<file path="config.mk">
export PLATFORM = sky130hd
export DESIGN_NAME = dmem_port_arbiter
export DESIGN_NICKNAME = d
export VERILOG_FILES = /design/src/rtl/dmem_port_arbiter.sv
export SDC_FILE = /design/constraint.sdc
export NUM_CORES = 1
export LEC_CHECK = 0
export ABC_AREA = 1
export CORE_AREA = 2 2 115 117
export CTS_BUF_LIST = sky130_fd_sc_hd__clkbuf_8 sky130_fd_sc_hd__clkbuf_16
export CTS_CLUSTER_SIZE = 8
export DETAILED_ROUTE_END_ITERATION = 7
export DIE_AREA = 0 0 117 119
export MAX_ROUTING_LAYER = met4
export PLACE_DENSITY_LB_ADDON = 0.2
export SLEW_MARGIN = 20
export SYNTH_ARGS = -nofsm -noshare
export SYNTH_HDL_FRONTEND = slang
export SYNTH_SLANG_ARGS = --single-unit
</file>
<file path="constraint.sdc">
create_clock -name iCpuClock -period 6.6 [get_ports iCpuClock]
set_clock_uncertainty 0.15 [all_clocks]
set_input_delay 0.99 -clock iCpuClock [delete_from_list [all_inputs] [get_ports iCpuClock]]
set_output_delay 0.99 -clock iCpuClock [all_outputs]
set_load 0.005 [all_outputs]
</file>
<file path="src/rtl/dmem_port_arbiter.sv">
// Two-master arbiter for the single data-memory port: a CPU data path and a DMA/debug master.
// Sticky grants bounded by a hold counter; reads return one cycle later, tagged to the issuer.
module dmem_port_arbiter #(
  parameter int ADDR_W   = 32,
  parameter int DATA_W   = 32,
  parameter int MAX_HOLD = 4
) (
  input  logic              iCpuClock,
  input  logic              iCpuResetN,
  input  logic              iCpuReq,
  input  logic              iCpuWe,
  input  logic [ADDR_W-1:0] iCpuAddr,
  input  logic [DATA_W-1:0] iCpuWdata,
  output logic              oCpuGnt,
  output logic [DATA_W-1:0] oCpuRdata,
  output logic              oCpuRvalid,
  input  logic              iDmaReq,
  input  logic              iDmaWe,
  input  logic [ADDR_W-1:0] iDmaAddr,
  input  logic [DATA_W-1:0] iDmaWdata,
  output logic              oDmaGnt,
  output logic [DATA_W-1:0] oDmaRdata,
  output logic              oDmaRvalid,
  output logic              oMemWe,
  output logic [ADDR_W-1:0] oMemAddr,
  output logic [DATA_W-1:0] oMemWdata,
  input  logic [DATA_W-1:0] iMemRdata,
  output logic [1:0]        oOwner
);

  localparam int            HW       = $clog2(MAX_HOLD + 1);
  localparam logic [HW-1:0] HOLD_MAX = HW'(MAX_HOLD);

  typedef enum logic [1:0] {
    OWN_NONE = 2'b00,
    OWN_CPU  = 2'b01,
    OWN_DMA  = 2'b10
  } owner_t;

  owner_t        r_last_owner;
  owner_t        w_last_owner_nxt;
  owner_t        w_owner;
  logic [HW-1:0] r_hold_cnt;
  logic [HW-1:0] w_hold_cnt_nxt;
  logic          r_cpu_rvalid;
  logic          r_dma_rvalid;
  logic          w_both_req;

  assign w_both_req = iCpuReq && iDmaReq;

  // Grant decision. A zero hold count with DMA as last owner only occurs after reset
  // or an idle cycle, and then contention is resolved CPU-first.
  always_comb begin
    // NOTE: every combinational output gets a default first so no path infers a latch.
    w_owner = OWN_NONE;
    if (!iCpuResetN) begin
      w_owner = OWN_NONE;
    end else if (w_both_req) begin
      if (r_last_owner == OWN_DMA && r_hold_cnt == '0)
        w_owner = OWN_CPU;
      else if (r_hold_cnt < HOLD_MAX)
        w_owner = r_last_owner;
      else
        w_owner = (r_last_owner == OWN_CPU) ? OWN_DMA : OWN_CPU;
    end else if (iCpuReq) begin
      w_owner = OWN_CPU;
    end else if (iDmaReq) begin
      w_owner = OWN_DMA;
    end
  end

  always_comb begin
    w_last_owner_nxt = r_last_owner;
    w_hold_cnt_nxt   = '0;
    if (w_owner != OWN_NONE) begin
      w_last_owner_nxt = w_owner;
      if (w_owner == r_last_owner && w_both_req)
        w_hold_cnt_nxt = (r_hold_cnt == HOLD_MAX) ? HOLD_MAX : r_hold_cnt + 1'b1;
      else
        w_hold_cnt_nxt = HW'(1);
    end
  end

  always_ff @(posedge iCpuClock or negedge iCpuResetN) begin
    // NOTE: state uses non-blocking assignments so every flop samples pre-edge values.
    if (!iCpuResetN) begin
      r_last_owner <= OWN_DMA;
      r_hold_cnt   <= '0;
      r_cpu_rvalid <= 1'b0;
      r_dma_rvalid <= 1'b0;
    end else begin
      r_last_owner <= w_last_owner_nxt;
      r_hold_cnt   <= w_hold_cnt_nxt;
      r_cpu_rvalid <= (w_owner == OWN_CPU) && !iCpuWe;
      r_dma_rvalid <= (w_owner == OWN_DMA) && !iDmaWe;
    end
  end

  always_comb begin
    oMemWe    = 1'b0;
    oMemAddr  = '0;
    oMemWdata = '0;
    unique case (w_owner)
      OWN_CPU: begin
        oMemWe    = iCpuWe;
        oMemAddr  = iCpuAddr;
        oMemWdata = iCpuWdata;
      end
      OWN_DMA: begin
        oMemWe    = iDmaWe;
        oMemAddr  = iDmaAddr;
        oMemWdata = iDmaWdata;
      end
      default: ;
    endcase
  end

  assign oCpuGnt    = (w_owner == OWN_CPU);
  assign oDmaGnt    = (w_owner == OWN_DMA);
  assign oOwner     = w_owner;
  assign oCpuRvalid = r_cpu_rvalid;
  assign oDmaRvalid = r_dma_rvalid;
  // Read data is broadcast; only the Rvalid flags say whose it is.
  assign oCpuRdata  = iMemRdata;
  assign oDmaRdata  = iMemRdata;

endmodule

</file>
==> flow_summary.json <==
{
  "fp.dieH_um": 119,
  "regArea_um2": 176,
  "crit_path_start_kind": "input port",
  "worst_slew_pin_slew_ns": 0.910,
  "synth_area_per_cell_um2": 5.31,
  "p_per_area_mw_per_mm2": 92.4,
  "die_w_um": 117,
  "cp_data_required_time_ns": 5.46,
  "wl_met3_um": 500,
  "first_pass_iters": 4,
  "synth_area_mm2": 0.00186,
  "drive_gt1_frac": 0.0355,
  "hp-start": "r_last_owner[1]$_DFFE_PN1P_",
  "area_growth_pct": 97.9,
  "htreeDepth": 1,
  "synth_top_area_frac": 0.308,
  "r2r_cells": 12,
  "tritoncts": "yes",
  "cts_buffer_depth": 2,
  "viasPerCell": 3.81,
  "p_leak_nw": 1.27,
  "start_util": 0.145,
  "holdPathStages": 2,
  "ctsHoldBuffers": 0,
  "max_freq_mhz": 195,
  "top_layer": "met4",
  "synth_cells": 351,
  "drt-total-wl_mm": 7.95,
  "gr-total-overflow": 0,
  "cp_max_fo": 34,
  "status": "completed",
  "drc": 0,
  "r2r_slack_ns": 4.00,
  "drt_first_iter_violations": 73,
  "synth_seq_cells": 7,
  "finalCritPeriodShare": 0.775,
  "synth_ff_type": "dfrtp_1",
  "drv_cap": 0,
  "whs_ns": 0.356,
  "m1WireLength_mm": 3.47,
  "num_antenna_cells": 0,
  "whs_endpoint": "r_last_owner[1]$_DFFE_PN1P_",
  "fp-row-count": 42,
  "cts-root-buf": "clkbuf_16",
  "grt_max_degree": 49,
  "coreArea_mm2": 0.0129,
  "grt_usage": 0.111,
  "synth_edf_count": 0,
  "num_vias": 2494,
  "rsz0062_at_grt": "no",
  "ioPinCount": 301,
  "ys_top_cells_by_area": "nand2_1 31%, buf_4 26%, a21oi_1 18%",
  "hpwlAfterDp_mm": 6.24,
  "wl_per_cell_um": 12.1,
  "gp_congestion": 0.772,
  "port-buffer-count": 204,
  "multi_input_area_mm2": 0.00107,
  "ant_nets": 0,
  "grt_pass1_wl_mm": 12.3,
  "vdd_drop_max_v": 0.0000893,
  "slew_headroom": 0.392,
  "worst_setup_path_end_kind": "output port",
  "reg2reg_to": "oCpuRvalid$_DFF_PN0_",
  "hold_path.class": "register to register",
  "final_nets": 652,
  "finalHoldViolCount": 0,
  "fill_cells": 1439,
  "yosysUniqueCellTypes": 16,
  "finalSetupViolations": 0,
  "r2r_start": "r_hold_cnt[0]$_DFF_PN0_",
  "path_class": "input port to output port",
  "tns_ns": 0,
  "ys_warn_count": 0,
  "synth_top_area_cell": "nand2_1",
  "power_mw": 0.341,
  "async_flop_share": 1.00,
  "ys_seq_area_frac": 0.0946,
  "synth_fp_nets": 523,
  "clock-sinks": 7,
  "cts-resized-gates": 0,
  "post_cts_buffers": 0,
  "arrival_ns": 3.98,
  "grt_pass1_vias": 2541,
  "antenna_found_initial": 0,
  "met2WireLength_mm": 3.95,
  "die_area_mm2": 0.0139,
  "cts_buffers": 3,
  "final.min_clock_period_ns": 5.12,
  "drv_slew": 0,
  "clk_latency_ns": 0.23,
  "cts.clk_slew.worst_paths_ns": 0.04
}
-- metrics by stage --
stage / setup slack [ns] / util / instance area, µm² / instances
global route: 1.10 / 0.286 / 3690 / 655
CTS: 1.38 / 0.286 / 3690 / 655
finish: 1.48 / 0.286 / 3690 / 655
floorplan: 3.20 / - / 1860 / 351
detailed placement: 1.38 / 0.280 / 3610 / 651
global placement: 1.41 / 0.280 / 3610 / 651
-- synth_stat cells, types with 3 or more instances --
| library cell | instances |
|---|---|
| buf_1 | 6 |
| dfrtp_1 | 6 |
| a21oi_1 | 66 |
| nand2_1 | 153 |
| nor2_1 | 7 |
| o21ai_0 | 3 |
| nand2_2 | 3 |
| clkbuf_1 | 14 |
| inv_1 | 15 |
| nand3_1 | 4 |
| ha_1 | 6 |
| buf_4 | 64 |
-- cell usage in the layout (no fill, tap or decap) --
master,Yosys,routed
clkdlybuf4s50_1,0,204
nand2_1,153,153
a21oi_1,66,66
inv_1,15,14
nor2_1,7,7
dfrtp_1,6,6
buf_4,64,5
nand3_1,4,4
ha_1,6,4
nand2_2,3,3
o21ai_0,3,3
clkbuf_16,0,3
inv_2,1,2
ha_2,0,2
a21boi_1,1,1
clkinv_2,0,1
dfstp_2,1,1
-- kinds of logic after synthesis --
group / Yosys count / synth area share
compound gates: 70 / 0.189
fa+ha+maj: 6 / 0.0403
buf+inv: 101 / 0.333
flops: 7 / 0.0946
simple gates: 167 / 0.343
-- where the power goes --
part           total, mW  internal [mW]  leakage [nW]  switching, mW
Combinational      0.189          0.113          1.14         0.0759
Sequential        0.0499         0.0467        0.0920        0.00322
Clock              0.102         0.0794        0.0409         0.0226
Total              0.341          0.239          1.27          0.102
-- layout make-up --
cell class | instances | share of cell area
clock buffer | 3 | 0.0204
inverter | 16 | 0.0163
sequential | 7 | 0.0478
timing repair buffer | 209 | 0.564
tap | 176 | 0.0597
clock inverter | 1 | 0.00136
multi-input combinational | 243 | 0.291
-- worst max path at each step --
stage               start             to  slack, ns  depth (start not counted)
6_report       iCpuResetN  oMemWdata[14]       1.48                         10
3_5_place_dp   iCpuResetN  oMemWdata[14]       1.38                         10
3_3_place_gp   iCpuResetN  oMemWdata[14]       1.41                         10
4_1_cts        iCpuResetN  oMemWdata[14]       1.38                         10
5_1_grt        iCpuResetN  oMemWdata[14]       1.10                         10
2_1_floorplan     iDmaReq  oMemWdata[22]       3.20                          9
-- sequential cells by signal, indices dropped and copies added, names as in the netlist --
| signal | count |
|---|---|
| r_hold_cnt | 3 |
| r_last_owner | 2 |
| oCpuRvalid | 1 |
| oDmaRvalid | 1 |
-- worst max-delay path, stage by stage --
cell and delay [ns]:
clkdlybuf4s50_1 0.68, nand2_1 0.09, inv_1 0.09, nand2_2 0.10, inv_1 0.09, ha_2 0.60
buf_4 0.46, nand2_1 0.10, a21oi_1 0.19, clkdlybuf4s50_1 0.54
-- metal layers --
layer,track usage,vias to the layer above
met4,0.0103,0
met2,0.193,116
li1,-,1285
met1,0.138,1087
met5,-,-
met3,0.0198,6
No activity file was read; power rests on OpenSTA's default activity.
==> patch 1: new RTL, same flow settings <==
Set the parameter `DATA_W` to 36 (it was 32).
--- a/src/rtl/dmem_port_arbiter.sv
+++ b/src/rtl/dmem_port_arbiter.sv
@@ -3,5 +3,5 @@
 module dmem_port_arbiter #(
   parameter int ADDR_W   = 32,
-  parameter int DATA_W   = 32,
+  parameter int DATA_W   = 36,
   parameter int MAX_HOLD = 4
 ) (
Ports: changed (6 resized); port bits go from 301 to 325. The function was not compared with the original's and may differ.
==> patch 1 against the original RTL <==
  * Setup slack worse by 0.0062 ns
  * Register-to-register slack better by 0.39 ns
  * Wire length up 12%
  * Via count increased by 6.9%
  * Area after synthesis increased by 7.0%
  * Critical path type unchanged
  * Cell area grew 4.9%
  * Sequential cell count stayed put
  * Power is 2.8% higher
  * Cell count grew 3.1%
  * Combinational power rose by 6%
==> patch 1: results (changes against the original RTL) <==
[layout]
finalNetCount=684  ; +4.9%
drive_gt1_share_pct=3.81  ; +0.26 points
largestRegisters=r_hold_cnt x3, r_last_owner x2
diodes=0  ; unchanged
top_register=r_hold_cnt

[global_route]
grt_pass1_wl_um=13100  ; +6.7%
grt_pass1_vias=2632  ; +3.6%
grt_max_degree=57  ; +16%
antenna_found_initial=0  ; unchanged
grtUsageTotal_pct=12.0  ; +0.91 points

[critical_path]
cp_slowest_stage_delay_ns=0.75  ; +0.07 ns
slowest_stage=ha_2
cp-endpoint=oMemAddr[13]
critPathTopFamily=buffers and inverters
startpoint=iCpuResetN
worstRegToRegCells=11  ; -1
r2r_slack_ns=4.39  ; +0.39 ns
arrival_ns=3.98  ; about the same
crit_fanout=41  ; +21%

[detailed_routing]
drt_iter0_drc=90  ; +23%
wl_um=8880  ; +12%
routedWlPerCell_um=13.2  ; +8.4%
drt_pre_antenna_iters=5  ; +1
vias_per_cell=3.95  ; +3.8%

[clocking]
path_clk_slew_ns=0.03
clock_path_buffers=2  ; unchanged
numCtsBuffers=3  ; unchanged
clock_latency_ns=0.23  ; about the same

[power_and_ir_drop]
p_sw_mw=0.106  ; +4.0%
seqPwrFrac_pct=14.2  ; -0.4 points
power_frac_clock_pct=28.8  ; -1.1 points
p_leak_nw=1.33  ; +4.1%
vdd_drop_max_v=0.0000746  ; -16%
comb_cell_power_mw=0.200  ; +6%

[run_status]
status=finished, final reports clean

[yosys]
synth_flop_cell=dfrtp_1
ys_seq_area_share_pct=8.84  ; -0.62 points
ys_types=19  ; +3
syn_nets=553  ; +5.7%
ys_top_cells_by_area=nand2_1 (29%), buf_4 (27%), a21oi_1 (18%)
syn_avg_cell_area_um2=5.41  ; +1.8%
synth_commonest_cells=nand2_1 (154), buf_4 (72), a21oi_1 (71), inv_1 (14), clkbuf_1 (10)

[place]
placed_cells=671  ; +3.1%
dp_slack_ns=1.25  ; -0.130 ns
placed_cell_area_um2=3780  ; +4.8%
gp_congestion=0.797  ; +3.2%
dp_hpwl_um=7060  ; +13%
io_buffers=216  ; +5.9%

[sta]
holdWs_ns=0.368  ; +0.0117 ns
tightest_slew_ns=0.937  ; +0.0270 ns
period_needed_ns=5.12  ; +0.00623 ns

[worst_hold_path]
hold-path-endpoint=r_last_owner[1]
hold_path_depth=2  ; unchanged

[patch 1: cell types whose count changed after synthesis, sizes merged]
cell,delta
inv,-1
clkbuf,-4
a21oi,+5
o21ai,-1
clkinv,+1
buf,+13
nand2,+1
nand3,+3
nor2,+1
[patch 1: per-layer routing]
metal | vias to the layer above | global-route usage (%) | wire length [um]
met5 | - | - | 0
met4 | 0 | 3.24 | 219
met3 | 35 | 2.19 | 636
met2 | 113 | 22.0 | 4600
met1 | 1179 | 13.1 | 3420
li1 | 1340 | - | -
[patch 1: cells by family after synthesis]
logic type,count (synthesis),synth area share (%)
simple gates,172,33.8
buf+inv,110,34.7
compound gates,74,18.9
flops,7,8.84
fa+ha+maj,6,3.76
[patch 1: cell type report]
class	instances	area, um^2
clock buffers	3	75.1
clock inverters	1	3.75
fillers	1441	9010
inverters	16	60.1
multi-input cells	252	1140
flip-flops and latches	7	176
well taps	176	220
repair buffers	220	2190
==> patch 2: new RTL, same flow settings <==
Without the edit above. Make the reset (`iCpuResetN`) synchronous in one clocked block.
--- a/src/rtl/dmem_port_arbiter.sv
+++ b/src/rtl/dmem_port_arbiter.sv
@@ -82,5 +82,5 @@
   end
 
-  always_ff @(posedge iCpuClock or negedge iCpuResetN) begin
+  always_ff @(posedge iCpuClock) begin
     // NOTE: state uses non-blocking assignments so every flop samples pre-edge values.
     if (!iCpuResetN) begin
Function: differs if iCpuResetN is asserted again (counterexample within 4 cycles, from zero or initial values and one cycle with iCpuResetN low); with iCpuResetN held inactive, the same outputs for 10 cycles.
==> patch 2 against the original RTL <==
  * Power rose by 3.2%
  * Sequential cell count is the same
  * Largest power group unchanged
  * Die area unchanged
  * Sequential share of layout area down 0.94 points
  * Sequential power is 6.8% lower
  * Maximum frequency is essentially flat
  * Cell area is 1.2% lower
  * Setup slack worse by 0.0043 ns
  * Wire length decreased by 3.4%
  * Via count up 1.4%
  * Synthesized cell count fell by 2.6%
  * Area after synthesis down 1.3%
==> patch 2: results (changes against the original RTL) <==
[power_and_ir_drop]
p_sw_mw=0.106  ; +4.5%
seqPwrFrac_pct=13.2  ; -1.4 points
power_frac_clock_pct=28.7  ; -1.2 points
p_leak_nw=1.24  ; -2.5%
vdd_drop_max_v=0.0000659  ; -26%

[sta]
holdWs_ns=0.385  ; +0.0283 ns
period_needed_ns=5.12  ; +0.00432 ns
tightest_slew_ns=0.879  ; -0.0309 ns

[layout]
num-multi-input-gates=236  ; -2.9%
finalNetCount=640  ; -1.8%
drive_gt1_share_pct=3.85  ; +0.31 points
clk_share_pct=2.16  ; -0.0090 points
syn2layout_area_growth_pct=98.2
nFillCells=1436  ; -0.21%
multi_input_area_share_pct=29.7  ; +0.65 points
regArea_um2=140  ; -21%
buffers_excl_clock=206  ; -1.4%

[global_route]
grt_util_met3_pct=1.27  ; -0.71 points
grt_max_degree=66  ; +35%
grtUsageMet2_pct=18.9  ; -0.40 points
met1_usage_pct=12.0  ; -1.8 points

[critical_path]
r2r_slack_ns=4.59  ; +0.59 ns
regToRegEndpoint=oCpuRvalid
cp-endpoint=oMemAddr[21]
cp_slowest_stage_delay_ns=0.63  ; -0.05 ns
worstRegToRegCells=9  ; -3

[worst_hold_path]
hold-path-endpoint=r_last_owner[1]
min_from=r_last_owner[1]

[place]
dp_slack_ns=1.59  ; +0.211 ns
placed_cells=639  ; -1.8%

[yosys]
synth_flop_cell=dfxtp_1
ys_seq_area_share_pct=7.62  ; -1.8 points
synth_commonest_cells=nand2_1 (144), a21oi_1 (67), buf_4 (64), inv_1 (12), clkbuf_1 (9)
syn-instance-count=342  ; -2.6%
ys_top_cells_by_area=nand2_1 (29%), buf_4 (26%), a21oi_1 (18%)
ys_types=19  ; +3
async_flop_share_pct=0  ; -100 points

[detailed_routing]
drt_iter0_drc=82  ; +12%
vias_per_cell=3.93  ; +3.3%
dr_wl_met2_um=3950  ; +0.18%
met3_length_um=567  ; +13%
drt_pre_antenna_iters=6  ; +2

[run_status]
status=finished, final reports clean

[patch 2: cell count changes in the layout (fill, tap and decap cells not counted), moves of 3 or more]
cell / unedited run / this run
nand2_1: 153 / 144
dfxtp_1: 0 / 7
dfrtp_1: 6 / 0
nand3_2: 0 / 5
buf_4: 5 / 1
o21ai_0: 3 / 0
[patch 2: kinds of logic (layout without fill, tap and decap cells)]
| logic type | count (synthesis) | count (layout) | synth area share, % |
|---|---|---|---|
| buffers and inverters | 99 | 224 | 33.7 |
| adder cells (fa/ha/maj) | 6 | 6 | 4.08 |
| AND/OR/NAND/NOR | 159 | 159 | 34.6 |
| AO/OA/AOI/OAI | 70 | 70 | 19.5 |
| XOR/XNOR | 1 | 1 | 0.476 |
| flip-flops | 7 | 7 | 7.62 |
[patch 2: worst max-delay path: cells and delay by family]
family	cells	cell delay [ns]
buf+inv	4	1.93
compound gates	1	0.45
fa+ha+maj	1	0.32
simple gates	2	0.22
